==> src/rtl/axis_vec_pkg.sv <==
// Shared types and arithmetic for the matrix-vector datapath: accumulator width
// helper and the requantisation reference used by both RTL and reference models.
package axis_vec_pkg;

  localparam int unsigned MAX_W = 64;

  typedef logic signed [MAX_W-1:0] wide_t;

  typedef enum logic {
    ST_IDLE = 1'b0,
    ST_SEND = 1'b1
  } ser_state_e;

  // Accumulator width produced by a C-deep dot product of W_X by W_K operands.
  function automatic int y_width(input int w_x, input int w_k, input int c);
    return w_x + w_k + $clog2(c);
  endfunction

  // Round-half-up arithmetic shift, optional ReLU, then saturation to signed w_o.
  // The 64-bit working width covers the W_Y+1 intermediate for any W_Y up to 62.
  function automatic wide_t requant(input wide_t y, input int shift, input bit relu,
                                    input int w_o);
    wide_t t;
    wide_t hi;
    wide_t lo;
    if (shift > 0) begin
      t = (y + (wide_t'(1) <<< (shift - 1))) >>> shift;
    end else begin
      t = y;
    end
    if (relu && t[MAX_W-1]) begin
      t = '0;
    end
    hi = (wide_t'(1) <<< (w_o - 1)) - wide_t'(1);
    lo = -(wide_t'(1) <<< (w_o - 1));
    if (t > hi) begin
      t = hi;
    end else if (t < lo) begin
      t = lo;
    end
    return t;
  endfunction

endpackage

==> src/rtl/axis_vec_requant_serializer_requant_sat.sv <==
// Combinational requantiser for a single accumulator element.
module requant_sat
  import axis_vec_pkg::*;
#(
  parameter int W_Y   = 19,
  parameter int W_O   = 8,
  parameter int SHIFT = 8,
  parameter int RELU  = 1
) (
  input  logic [W_Y-1:0] y,
  output logic [W_O-1:0] z
);

  wide_t y_ext;

  always_comb begin
    y_ext = wide_t'($signed(y));
    z     = W_O'(requant(y_ext, SHIFT, (RELU != 0), W_O));
  end

endmodule

==> src/rtl/axis_vec_requant_serializer.sv <==
// Takes one wide beat of R accumulators and streams them out as R requantised
// narrow beats, element 0 first, tlast on the final element.
module axis_vec_requant_serializer
  import axis_vec_pkg::*;
#(
  parameter int R     = 8,
  parameter int W_Y   = 19,
  parameter int W_O   = 8,
  parameter int SHIFT = 8,
  parameter int RELU  = 1
) (
  input  logic             clk,
  input  logic             rstn,
  output logic             s_axis_y_tready,
  input  logic             s_axis_y_tvalid,
  input  logic [R*W_Y-1:0] s_axis_y_tdata,
  input  logic             m_axis_z_tready,
  output logic             m_axis_z_tvalid,
  output logic [W_O-1:0]   m_axis_z_tdata,
  output logic             m_axis_z_tlast
);

  localparam int IDX_W = (R > 1) ? $clog2(R) : 1;
  localparam logic [IDX_W-1:0] LAST_IDX = IDX_W'(R - 1);

  logic [R*W_Y-1:0] word_q, word_d;
  logic [IDX_W-1:0] idx_q, idx_d;
  logic             valid_q, valid_d;

  ser_state_e       state;
  logic             at_last;
  logic             in_fire;
  logic             out_fire;
  logic [W_Y-1:0]   elem;
  logic [W_O-1:0]   elem_z;

  assign state    = valid_q ? ST_SEND : ST_IDLE;
  assign at_last  = (idx_q == LAST_IDX);

  // Ready opens only when the last element leaves, so a new word lands with no bubble.
  assign s_axis_y_tready = !valid_q || (m_axis_z_tready && at_last);
  assign in_fire         = s_axis_y_tvalid && s_axis_y_tready;
  assign out_fire        = valid_q && m_axis_z_tready;

  always_comb begin
    elem = word_q[W_Y-1:0];
    for (int r = 0; r < R; r++) begin
      if (idx_q == IDX_W'(r)) begin
        elem = word_q[r*W_Y +: W_Y];
      end
    end
  end

  requant_sat #(
    .W_Y  (W_Y),
    .W_O  (W_O),
    .SHIFT(SHIFT),
    .RELU (RELU)
  ) u_requant (
    .y(elem),
    .z(elem_z)
  );

  always_comb begin
    word_d  = word_q;
    idx_d   = idx_q;
    valid_d = valid_q;
    case (state)
      ST_IDLE: begin
        if (in_fire) begin
          word_d  = s_axis_y_tdata;
          idx_d   = '0;
          valid_d = 1'b1;
        end
      end
      ST_SEND: begin
        if (out_fire) begin
          if (!at_last) begin
            idx_d = idx_q + IDX_W'(1);
          end else if (in_fire) begin
            word_d = s_axis_y_tdata;
            idx_d  = '0;
          end else begin
            valid_d = 1'b0;
            idx_d   = '0;
          end
        end
      end
      default: begin
        valid_d = 1'b0;
      end
    endcase
  end

  always_ff @(posedge clk or negedge rstn) begin
    if (!rstn) begin
      word_q  <= '0;
      idx_q   <= '0;
      valid_q <= 1'b0;
    end else begin
      word_q  <= word_d;
      idx_q   <= idx_d;
      valid_q <= valid_d;
    end
  end

  assign m_axis_z_tvalid = valid_q;
  assign m_axis_z_tdata  = valid_q ? elem_z : '0;
  assign m_axis_z_tlast  = valid_q && at_last;

endmodule

==> config.mk <==
export PLATFORM = sky130hd
export DESIGN_NAME = axis_vec_requant_serializer
export DESIGN_NICKNAME = d
export VERILOG_FILES = /design/src/rtl/axis_vec_pkg.sv /design/src/rtl/axis_vec_requant_serializer_requant_sat.sv /design/src/rtl/axis_vec_requant_serializer.sv
export SDC_FILE = /design/constraint.sdc
export NUM_CORES = 1
export LEC_CHECK = 0
export ABC_AREA = 0
export CORE_ASPECT_RATIO = 0.6
export CORE_MARGIN = 5
export CORE_UTILIZATION = 50
export CTS_CLUSTER_SIZE = 24
export DETAILED_ROUTE_END_ITERATION = 12
export MAX_ROUTING_LAYER = met4
export PLACE_DENSITY = 0.86
export SLEW_MARGIN = 5
export SYNTH_ARGS = -nofsm -noshare
export SYNTH_HDL_FRONTEND = slang
export SYNTH_SLANG_ARGS = --single-unit
==> constraint.sdc <==
create_clock -name clk -period 11.25 [get_ports clk]
set_clock_uncertainty 0.2 [all_clocks]
set_input_delay 1.125 -clock clk [delete_from_list [all_inputs] [get_ports clk]]
set_output_delay 1.125 -clock clk [all_outputs]
set_load 0.005 [all_outputs]
==> impl_metrics.prom, run 1 <==
# TYPE chip_impl_metric gauge
chip_impl_metric{name="grt_first_pass_wirelength",unit="um"} 22600
chip_impl_metric{name="areaGrowthSynthToFinish",unit="%"} 29.1
chip_impl_metric{name="cts_inserted_buffers",unit=""} 9
chip_impl_info{name="grt_setup_unrepaired",value="no"} 1
chip_impl_info{name="status",value="finished, final reports clean"} 1
chip_impl_metric{name="final.period_utilization",unit="%"} 54.6
chip_impl_metric{name="netlist_instances",unit=""} 448
chip_impl_info{name="dr.max_layer_used",value="met4"} 1
chip_impl_metric{name="power_density",unit="mW/mm^2"} 295
chip_impl_metric{name="die_width",unit="um"} 141
chip_impl_metric{name="final_layout_size_suffix_gt1_share",unit="%"} 23.0
chip_impl_metric{name="synth_sequential_area_ratio",unit="%"} 48.5
chip_impl_metric{name="drt_drc_violations_left",unit=""} 0
chip_impl_metric{name="avgRoutedWirePerCell",unit="um"} 20.6
chip_impl_metric{name="coreArea",unit="sq mm"} 0.00998
chip_impl_metric{name="worst_ep_required_time",unit="ps"} 9930
chip_impl_metric{name="max_clock_freq",unit="MHz"} 163
chip_impl_metric{name="drt_first_pass_iters",unit=""} 7
chip_impl_metric{name="postSynthNetCount",unit=""} 611
chip_impl_metric{name="antenna_found_initial",unit=""} 0
chip_impl_metric{name="setup_violations",unit=""} 0
chip_impl_metric{name="path_clk_slew",unit="ps"} 70
chip_impl_metric{name="worst_skew_pair.late_latency",unit="ps"} 350
chip_impl_info{name="synth.area.top_cells",value="dfrtp_1 (48%), mux2_2 (21%), o21ai_0 (1.8%)"} 1
chip_impl_metric{name="min_period",unit="ps"} 6140
chip_impl_metric{name="drv_cap",unit=""} 0
chip_impl_metric{name="finalNetCount",unit=""} 706
chip_impl_metric{name="synthDistinctLibCells",unit=""} 61
chip_impl_metric{name="max_slew_margin",unit="%"} 17.9
chip_impl_metric{name="grt_overflow",unit=""} 0
chip_impl_metric{name="detailedRoute.firstIterationViolations",unit=""} 586
chip_impl_metric{name="start_util",unit="%"} 51.7
chip_impl_info{name="worstHoldPathType",value="register to register"} 1
chip_impl_metric{name="die-height",unit="um"} 88.7
chip_impl_metric{name="synth_seq_cells",unit=""} 100
chip_impl_metric{name="n_fill_cell",unit=""} 742
chip_impl_metric{name="max-vdd-ir-drop",unit="V"} 0.000201
chip_impl_metric{name="holdBufCountCts",unit=""} 0
chip_impl_info{name="critical_path_class",value="register to output port"} 1
chip_impl_metric{name="ctsHtreeMaxLevel",unit=""} 3
chip_impl_metric{name="route.layer.met1.wl",unit="um"} 6190
chip_impl_metric{name="cts_buffer_depth",unit=""} 2
chip_impl_info{name="worstSetupStartpointType",value="register"} 1
chip_impl_metric{name="p_leak",unit="nW"} 2.85
chip_impl_metric{name="largest_net_degree_at_the_start_of_global_routing",unit=""} 97
chip_impl_metric{name="floorplan.die_area",unit="sq mm"} 0.0125
chip_impl_metric{name="utilization",unit="%"} 66.8
chip_impl_metric{name="diodes",unit=""} 0
chip_impl_metric{name="mean_cell_area_of_the_mapped_netlist",unit="sq um"} 11.5
chip_impl_metric{name="maxSlewViolCount",unit=""} 0
chip_impl_metric{name="wl_met3",unit="um"} 1400
chip_impl_metric{name="viasPerCell",unit=""} 6.07
chip_impl_metric{name="wl_met2",unit="um"} 6300
chip_impl_metric{name="synth_edf_count",unit=""} 0
chip_impl_metric{name="top_level_i_o_count",unit=""} 167
chip_impl_metric{name="detailroute.via_count",unit=""} 4145
chip_impl_metric{name="multi_input_comb_area",unit="sq mm"} 0.00248
chip_impl_metric{name="wl",unit="um"} 14100
chip_impl_metric{name="post_cts_resize_count",unit=""} 0
chip_impl_metric{name="async_flop_share",unit="%"} 100
chip_impl_metric{name="io_buffers",unit=""} 109
chip_impl_info{name="synth_flop_cell",value="dfrtp_1"} 1
chip_impl_metric{name="via_count_of_the_first_global_routing_pass",unit=""} 4256
chip_impl_metric{name="synth_largest_type_area_fraction",unit="%"} 48.5
chip_impl_metric{name="synth.yosys.warnings",unit=""} 0
chip_impl_info{name="synth_common_cells",value="dfrtp_1 (100), mux2_2 (96), nand2_1 (24)"} 1
chip_impl_metric{name="rows",unit=""} 28
chip_impl_info{name="cts_tree",value="built"} 1
chip_impl_metric{name="dp_hpwl",unit="um"} 9870
chip_impl_info{name="yosys.cell_count.top_type",value="dfrtp_1"} 1
chip_impl_metric{name="clkSinkCount",unit=""} 100
chip_impl_info{name="endpoint_kind",value="output port"} 1
chip_impl_metric{name="cp_max_fo",unit=""} 25
chip_impl_metric{name="ant_nets",unit=""} 0
chip_impl_metric{name="hold_viol_final",unit=""} 0
chip_impl_metric{name="sequential_cell_area",unit="sq mm"} 0.00250
chip_impl_metric{name="cell_area_synth",unit="sq mm"} 0.00516
chip_impl_metric{name="crit_arrival",unit="ps"} 4820
chip_impl_metric{name="place_congestion",unit=""} 0.945
chip_impl_metric{name="worst_pin_slew",unit="ps"} 1230
chip_impl_metric{name="fin_tns_setup",unit="ps"} 0
chip_impl_metric{name="cts.repair_timing.setup_buffer_count",unit=""} 0
chip_impl_info{name="clockRootBuffer",value="clkbuf_16"} 1
chip_impl_metric{name="grt.total_usage",unit="%"} 24.1
chip_impl_info{name="yosysTopAreaCell",value="dfrtp_1"} 1
power by group:
| part | switching, W | internal, W | leakage, nW | total, W |
|---|---|---|---|---|
| clock network | 0.000138 | 0.000203 | 0.161 | 0.000341 |
| logic | 0.000483 | 0.000489 | 1.48 | 0.000972 |
| registers | 0.000120 | 0.000534 | 1.22 | 0.000655 |
routing by layer:
| layer | GRT usage [%] | up-vias |
|---|---|---|
| met3 | 5.99 | 25 |
| met1 | 33.3 | 2027 |
| met4 | 4.93 | 0 |
| met5 | - | - |
| met2 | 36.3 | 240 |
| li1 | - | 1853 |
cell usage in the layout, fill, tap and decap left out, types with 8 or more instances in the layout:
master,n
clkdlybuf4s50_1,108
dfrtp_1,100
mux2_2,96
nand2_1,23
o21ai_0,19
a21oi_1,18
nor2_1,14
inv_1,12
nand3_1,9
clkbuf_16,9
o21ai_1,8
final cells by class:
cell class / count / area share [%]
inverter: 13 / 0.732
multi-input combinational: 304 / 37.2
clock buffer: 10 / 3.59
timing repair buffer: 115 / 17.0
tap: 135 / 2.53
clock inverter: 6 / 1.39
sequential: 100 / 37.5
critical path, cell delays in order, from the launching register on:
cell and delay (ps):
dfrtp_1 440, inv_1 110, ha_1 720, buf_4 410, nor2_1 90, a221oi_1 300
o32ai_1 120, o21ai_0 360, ha_1 300, nand3_1 160, o41ai_1 470, nand4_2 260
o21ai_1 200, clkdlybuf4s50_1 530
logic make-up after synthesis:
logic type / Yosys count / synth area share (%)
xor+xnor: 6 / 1.02
buf+inv: 44 / 3.66
other cells: 1 / 0.0726
flops: 100 / 48.5
compound gates: 107 / 14.7
fa+ha+maj: 7 / 1.70
simple gates: 84 / 8.92
mux: 99 / 21.5
through the flow:
stage / setup slack (ps) / hold WS, ps / cell area, sq um / instances / total power, W
after floorplan: 6780 / 270 / 5160 / 448 / 0.00124
after global routing: 4670 / 318 / 6670 / 683 / 0.00209
after detailed placement: 5600 / 286 / 6330 / 667 / 0.00160
after CTS: 5200 / 302 / 6670 / 683 / 0.00195
after global placement: 5690 / 281 / 6330 / 667 / 0.00155
final: 5110 / 303 / 6670 / 683 / 0.00197
path summary, 6_finish.rpt:
path	from	endpoint	slack, ps	cells past startpoint
worst max register to register	idx_q[0]$_DFFE_PN0P_	word_q[45]$_DFFE_PN0P_	8140	7
max in group asynchronous	rstn	word_q[125]$_DFFE_PN0P_	9150	2
worst max-delay path	idx_q[0]$_DFFE_PN0P_	m_axis_z_tdata[5]	5110	13
worst min register to register	word_q[52]$_DFFE_PN0P_	word_q[52]$_DFFE_PN0P_	300	1
worst min-delay path	word_q[52]$_DFFE_PN0P_	word_q[52]$_DFFE_PN0P_	300	1
min in group asynchronous	rstn	word_q[11]$_DFFE_PN0P_	550	1
flip-flops by register name, indices dropped and copies added (netlist names):
register and flops:
word_q 96, idx_q 3, m_axis_z_tvalid 1
Note: power is estimated with default switching activity, not from simulation.
==> inputs of run 2 (changes only) <==
- CORE_UTILIZATION: 50 -> 47
- PLACE_DENSITY: 0.86 -> 0.81
- clock period: 11.25 -> 6.1 ns (I/O delays scaled with it)
==> impl_metrics.prom, run 2 (synthesized netlist as in run 1, its figures left out) <==
# TYPE chip_impl_metric gauge
chip_impl_metric{name="via_count_of_the_first_global_routing_pass",unit=""} 4125
chip_impl_metric{name="detailroute.via_count",unit=""} 4052
chip_impl_metric{name="coreArea",unit="sq mm"} 0.0107
chip_impl_metric{name="maxSlewViolCount",unit=""} 0
chip_impl_metric{name="top_level_i_o_count",unit=""} 167
chip_impl_metric{name="power.internal",unit="W"} 0.00218
chip_impl_metric{name="start_util",unit="%"} 48.4
chip_impl_metric{name="largest_reg_flops",unit=""} 96
chip_impl_metric{name="drt_first_pass_iters",unit=""} 7
chip_impl_info{name="critical_path.top_delay_family",value="simple AND/OR/NAND/NOR gates"} 1
chip_impl_metric{name="grt.total_usage",unit="%"} 22.9
chip_impl_metric{name="setup_violations",unit=""} 0
chip_impl_metric{name="net-switching-power",unit="W"} 0.00141
chip_impl_info{name="worstSetupStartpointType",value="register"} 1
chip_impl_metric{name="die-height",unit="um"} 91.2
chip_impl_metric{name="ant_nets",unit=""} 0
chip_impl_metric{name="ff2ff_setup_slack",unit="ps"} 2500
chip_impl_metric{name="cp_max_fo",unit=""} 17
chip_impl_metric{name="critical_path_buf_inv_count",unit=""} 3
chip_impl_info{name="crit_path_cell_trace",value="inv_1 > ha_1 > buf_4 > nor4bb_1 > a2111oi_2 > o22ai_1 > a21o_1 > or4b_1 > or4_1 > nand4_2 > o21ai_1 > clkdlybuf4s50_1"} 1
chip_impl_metric{name="detailedRoute.firstIterationViolations",unit=""} 425
chip_impl_metric{name="place_congestion",unit=""} 0.892
chip_impl_metric{name="grt_overflow",unit=""} 0
chip_impl_metric{name="multi_input_comb_area",unit="sq mm"} 0.00248
chip_impl_metric{name="viasPerCell",unit=""} 5.88
chip_impl_metric{name="ctsHtreeMaxLevel",unit=""} 3
chip_impl_metric{name="post_dp_cell_area",unit="sq mm"} 0.00635
chip_impl_metric{name="finalNetCount",unit=""} 708
chip_impl_info{name="r2r_start",value="idx_q[2]$_DFFE_PN0P_"} 1
chip_impl_info{name="grt_setup_unrepaired",value="no"} 1
chip_impl_metric{name="p_sw_share",unit="%"} 39.2
chip_impl_metric{name="slowest_delay",unit="ps"} 670
chip_impl_metric{name="comb_power_share",unit="%"} 50.2
chip_impl_metric{name="diodes",unit=""} 0
chip_impl_metric{name="worst_ep_required_time",unit="ps"} 5290
chip_impl_metric{name="sequential_cell_area",unit="sq mm"} 0.00250
chip_impl_metric{name="dp_hpwl",unit="um"} 10900
chip_impl_metric{name="p_seq_share",unit="%"} 34.7
chip_impl_metric{name="worst_pin_slew",unit="ps"} 1240
chip_impl_info{name="status",value="finished, final reports clean"} 1
chip_impl_metric{name="post_cts_resize_count",unit=""} 0
chip_impl_metric{name="max-vdd-ir-drop",unit="V"} 0.000463
chip_impl_metric{name="floorplan.die_area",unit="sq mm"} 0.0133
chip_impl_metric{name="cts.repair_timing.setup_buffer_count",unit=""} 0
chip_impl_info{name="final_cell_mix",value="clkdlybuf4s50_1 (108), dfrtp_1 (100), mux2_2 (96)"} 1
chip_impl_info{name="largest-register",value="word_q"} 1
chip_impl_metric{name="design_area",unit="sq mm"} 0.00664
chip_impl_metric{name="drt_drc_violations_left",unit=""} 0
chip_impl_metric{name="holdBufCountCts",unit=""} 0
chip_impl_info{name="crit-reg2reg-capture",value="word_q[129]$_DFFE_PN0P_"} 1
chip_impl_metric{name="rows",unit=""} 29
chip_impl_metric{name="cts_buffer_depth",unit=""} 2
chip_impl_metric{name="fin_tns_setup",unit="ps"} 0
chip_impl_metric{name="max_clock_freq",unit="MHz"} 187
chip_impl_metric{name="areaGrowthSynthToFinish",unit="%"} 28.5
chip_impl_metric{name="crit_arrival",unit="ps"} 4550
chip_impl_metric{name="avgRoutedWirePerCell",unit="um"} 21.4
chip_impl_metric{name="largest_net_degree_at_the_start_of_global_routing",unit=""} 97
chip_impl_metric{name="number_of_cells_on_the_worst_reg_to_reg_path",unit=""} 7
chip_impl_info{name="cts_tree",value="built"} 1
chip_impl_metric{name="clock_power_share",unit="%"} 15.2
chip_impl_metric{name="die_width",unit="um"} 145
chip_impl_info{name="worstHoldPathType",value="input pin to asynchronous set/reset pin"} 1
chip_impl_metric{name="worst_skew_pair.late_latency",unit="ps"} 340
chip_impl_info{name="clockRootBuffer",value="clkbuf_16"} 1
chip_impl_metric{name="final_layout_size_suffix_gt1_share",unit="%"} 23.1
chip_impl_metric{name="drv_cap",unit=""} 0
chip_impl_metric{name="grt_first_pass_wirelength",unit="um"} 23100
chip_impl_metric{name="final.period_utilization",unit="%"} 87.9
chip_impl_info{name="critical_path_class",value="register to output port"} 1
chip_impl_info{name="final_common_cell",value="clkdlybuf4s50_1"} 1
chip_impl_metric{name="n_fill_cell",unit=""} 860
chip_impl_metric{name="p_leak",unit="nW"} 2.84
chip_impl_info{name="endpoint_kind",value="output port"} 1
chip_impl_metric{name="antenna_found_initial",unit=""} 0
chip_impl_metric{name="clkSinkCount",unit=""} 100
chip_impl_metric{name="hold_viol_final",unit=""} 0
chip_impl_metric{name="max_slew_margin",unit="%"} 17.1
chip_impl_metric{name="wl",unit="um"} 14700
chip_impl_metric{name="min_period",unit="ps"} 5360
chip_impl_metric{name="power_density",unit="mW/mm^2"} 541
chip_impl_metric{name="cts_inserted_buffers",unit=""} 9
chip_impl_metric{name="io_buffers",unit=""} 109
chip_impl_metric{name="path_clk_slew",unit="ps"} 70
chip_impl_info{name="max_stage_delay_cell_worst_path",value="ha_1"} 1
-- run 2: per-layer routing --
metal / GRT usage [%] / vias up / routed length, um
li1: - / 1857 / -
met1: 35.0 / 1937 / 7110
met2: 29.6 / 236 / 5820
met3: 7.46 / 22 / 1630
met4: 3.80 / 0 / 161
met5: - / - / 0
-- run 2: worst register-to-register path, cell delays in order (launching register included) --
cell and delay, ps:
dfrtp_1 370, buf_4 350, ha_1 740, buf_4 340, nand2_1 70, nand2_1 150
nand2_4 600, mux2_2 670
-- run 2: how the worst max path moves through the flow --
stage	start	endpoint	slack, ps	cells after the start
after global placement	idx_q[0]$_DFFE_PN0P_	m_axis_z_tdata[5]	1240	12
after global routing	idx_q[1]$_DFFE_PN0P_	m_axis_z_tdata[2]	500	13
final	idx_q[0]$_DFFE_PN0P_	m_axis_z_tdata[3]	740	12
after CTS	idx_q[0]$_DFFE_PN0P_	m_axis_z_tdata[3]	770	12
after floorplan	idx_q[2]$_DFFE_PN0P_	m_axis_z_tdata[1]	2150	14
after detailed placement	idx_q[0]$_DFFE_PN0P_	m_axis_z_tdata[3]	1140	12
-- run 2: layout make-up --
class	count	area share, %
Multi-Input combinational cell	304	37.4
Tap cell	139	2.62
Inverter	13	0.735
Clock inverter	6	0.811
Sequential cell	100	37.7
Timing Repair Buffer	117	17.3
Clock buffer	10	3.45
-- run 2: power groups by stage --
stage / Sequential, W / Combinational [W] / Clock (W)
floorplan: 0.00112 / 0.00117 / 0
global placement: 0.00122 / 0.00172 / 0
detailed placement: 0.00124 / 0.00177 / 0
CTS: 0.00123 / 0.00178 / 0.000552
global route: 0.00127 / 0.00195 / 0.000585
finish: 0.00125 / 0.00180 / 0.000544
-- run 2: metrics by stage --
step                power, W  setup slack (ps)  hold WS (ps)  utilization (%)  instances
global placement     0.00294              1240           285             59.6        673
CTS                  0.00357               766           104             62.2        689
floorplan            0.00229              2150           114                -        448
global route         0.00381               499           127             62.2        689
detailed placement   0.00301              1140           291             59.6        673
finish               0.00359               741          75.2             62.2        689
==> inputs of run 3 (changes only) <==
- CORE_UTILIZATION: 47 -> 48
- CTS_BUF_LIST: unset -> sky130_fd_sc_hd__clkbuf_8
- PLACE_DENSITY: 0.81 -> 0.83
==> impl_metrics.prom, run 3 (synthesized netlist as in run 1, its figures left out) <==
# TYPE chip_impl_metric gauge
chip_impl_metric{name="worst_ep_required_time",unit="ps"} 5290
chip_impl_metric{name="place_inst",unit=""} 674
chip_impl_metric{name="diodes",unit=""} 0
chip_impl_metric{name="largest_reg_flops",unit=""} 96
chip_impl_metric{name="grt_overflow",unit=""} 0
chip_impl_metric{name="areaGrowthSynthToFinish",unit="%"} 26.7
chip_impl_metric{name="io_buffers",unit=""} 109
chip_impl_info{name="grt_setup_unrepaired",value="no"} 1
chip_impl_metric{name="worst_skew_pair.late_latency",unit="ps"} 370
chip_impl_metric{name="floorplan.die_area",unit="sq mm"} 0.0130
chip_impl_metric{name="power_density",unit="mW/mm^2"} 524
chip_impl_info{name="worstSetupStartpointType",value="register"} 1
chip_impl_info{name="critical_path.top_delay_family",value="compound AO/OA/AOI/OAI gates"} 1
chip_impl_metric{name="maxSlewViolCount",unit=""} 0
chip_impl_metric{name="final.period_utilization",unit="%"} 85.6
chip_impl_metric{name="coreArea",unit="sq mm"} 0.0105
chip_impl_metric{name="cts.repair_timing.setup_buffer_count",unit=""} 0
chip_impl_metric{name="via_count_of_the_first_global_routing_pass",unit=""} 4132
chip_impl_metric{name="grt.total_usage",unit="%"} 22.9
chip_impl_metric{name="die-height",unit="um"} 90.3
chip_impl_info{name="r2r_start",value="idx_q[2]$_DFFE_PN0P_"} 1
chip_impl_metric{name="die_width",unit="um"} 144
chip_impl_info{name="final_cell_mix",value="clkdlybuf4s50_1 (108), dfrtp_1 (100), mux2_2 (96)"} 1
chip_impl_metric{name="drt_first_pass_iters",unit=""} 6
chip_impl_info{name="status",value="finished, final reports clean"} 1
chip_impl_metric{name="crit_arrival",unit="ps"} 4410
chip_impl_metric{name="fin_tns_setup",unit="ps"} 0
chip_impl_metric{name="detailedRoute.firstIterationViolations",unit=""} 400
chip_impl_metric{name="post_dp_cell_area",unit="sq mm"} 0.00636
chip_impl_info{name="cts_tree",value="built"} 1
chip_impl_info{name="final_common_cell",value="clkdlybuf4s50_1"} 1
chip_impl_metric{name="ant_nets",unit=""} 0
chip_impl_metric{name="wl",unit="um"} 14400
chip_impl_metric{name="post_cts_resize_count",unit=""} 0
chip_impl_metric{name="antenna_found_initial",unit=""} 0
chip_impl_metric{name="avgRoutedWirePerCell",unit="um"} 20.9
chip_impl_metric{name="min_period",unit="ps"} 5220
chip_impl_metric{name="drv_cap",unit=""} 0
chip_impl_metric{name="top_level_i_o_count",unit=""} 167
chip_impl_metric{name="place_congestion",unit=""} 0.868
chip_impl_metric{name="layoutNonFillerInstCount",unit=""} 690
chip_impl_metric{name="path_clk_slew",unit="ps"} 90
chip_impl_metric{name="max_slew_margin",unit="%"} 46.3
chip_impl_metric{name="critical_path_buf_inv_count",unit=""} 2
chip_impl_info{name="crit_path_cell_trace",value="inv_1 > ha_1 > a221oi_1 > o32ai_1 > o21ai_0 > ha_1 > nand3_1 > o41ai_1 > nand4_2 > o21ai_1 > clkdlybuf4s50_1"} 1
chip_impl_metric{name="max-vdd-ir-drop",unit="V"} 0.000469
chip_impl_metric{name="slowest_delay",unit="ps"} 740
chip_impl_metric{name="cts_buffer_depth",unit=""} 2
chip_impl_metric{name="grt_first_pass_wirelength",unit="um"} 22400
chip_impl_metric{name="start_util",unit="%"} 49.1
chip_impl_info{name="timing.critical_path.mode_cell",value="ha_1"} 1
chip_impl_metric{name="hold_viol_final",unit=""} 0
chip_impl_metric{name="dp_hpwl",unit="um"} 10700
chip_impl_metric{name="largest_net_degree_at_the_start_of_global_routing",unit=""} 59
chip_impl_metric{name="design_area",unit="sq mm"} 0.00654
chip_impl_metric{name="holdBufCountCts",unit=""} 0
chip_impl_info{name="max_stage_delay_cell_worst_path",value="dfrtp_1"} 1
chip_impl_info{name="critical_path_class",value="register to output port"} 1
chip_impl_metric{name="ctsHtreeMaxLevel",unit=""} 3
chip_impl_metric{name="worst_pin_slew",unit="ps"} 806
chip_impl_info{name="largest-register",value="word_q"} 1
chip_impl_metric{name="detailroute.via_count",unit=""} 4082
chip_impl_metric{name="rows",unit=""} 29
chip_impl_metric{name="drt_drc_violations_left",unit=""} 0
chip_impl_metric{name="cts_inserted_buffers",unit=""} 9
chip_impl_metric{name="clkSinkCount",unit=""} 100
chip_impl_metric{name="finalNetCount",unit=""} 709
chip_impl_metric{name="p_leak",unit="nW"} 2.80
chip_impl_metric{name="setup_violations",unit=""} 0
chip_impl_info{name="clockRootBuffer",value="clkbuf_8"} 1
chip_impl_metric{name="viasPerCell",unit=""} 5.92
chip_impl_metric{name="final_layout_size_suffix_gt1_share",unit="%"} 23.4
chip_impl_metric{name="cp_max_fo",unit=""} 14
chip_impl_info{name="endpoint_kind",value="output port"} 1
chip_impl_metric{name="max_clock_freq",unit="MHz"} 191
chip_impl_info{name="worstHoldPathType",value="input pin to asynchronous set/reset pin"} 1
chip_impl_info{name="startpoint",value="idx_q[2]$_DFFE_PN0P_"} 1
[run 3: cell types whose count changed in the layout (fill, tap and decap cells not counted)]
| cell | previous run | this run |
|---|---|---|
| clkbuf_16 | 9 | 0 |
| clkbuf_1 | 1 | 0 |
| clkinvlp_4 | 1 | 2 |
| clkbuf_8 | 0 | 9 |
| clkinv_2 | 0 | 1 |
| clkinv_4 | 1 | 0 |
| buf_4 | 9 | 10 |
[run 3: path summary, 6_finish.rpt]
check | to | slack [ps] | depth (start not counted)
max | m_axis_z_tdata[2] | 880 | 11
min | word_q[9]$_DFFE_PN0P_ | 20 | 1
max reg2reg | word_q[128]$_DFFE_PN0P_ | 2840 | 6
min reg2reg | word_q[31]$_DFFE_PN0P_ | 310 | 1
max in group asynchronous | word_q[84]$_DFFE_PN0P_ | 4570 | 2
min in group clk | word_q[31]$_DFFE_PN0P_ | 310 | 1
[run 3: final cells by class]
type | count | area, sq um
Inverter | 13 | 48.8
Sequential cell | 100 | 2500
Multi-Input combinational cell | 304 | 2480
Fill cell | 853 | 3980
Clock inverter | 7 | 57.6
Clock buffer | 9 | 124
Timing Repair Buffer | 118 | 1160
Tap cell | 139 | 174
[run 3: routing by layer]
| metal | part of all wire (%) | global-route usage, % | vias up | wire length [um] |
|---|---|---|---|---|
| met5 | 0 | - | - | 0 |
| met4 | 0.76 | 3.84 | 0 | 110 |
| met3 | 9.1 | 5.77 | 12 | 1310 |
| met2 | 42 | 31.9 | 179 | 6070 |
| met1 | 48 | 34.3 | 2037 | 6930 |
| li1 | - | - | 1854 | - |
[run 3: through the flow]
| stage | hold slack, ps | total power [W] | setup slack, ps | util [%] |
|---|---|---|---|---|
| after floorplan | 114 | 0.00229 | 2150 | - |
| after global placement | 286 | 0.00293 | 1410 | 60.5 |
| after detailed placement | 287 | 0.00300 | 1400 | 60.5 |
| after CTS | 33.9 | 0.00341 | 957 | 62.2 |
| after global routing | 56.4 | 0.00365 | 601 | 62.2 |
| final | 20.3 | 0.00343 | 876 | 62.2 |
[run 3: report_power, final]
| part | internal [W] | switching, W | leakage [nW] |
|---|---|---|---|
| clock network | 0.000155 | 0.000249 | 0.0886 |
| logic | 0.000910 | 0.000869 | 1.49 |
| registers | 0.000983 | 0.000261 | 1.22 |
| total | 0.00205 | 0.00138 | 2.80 |
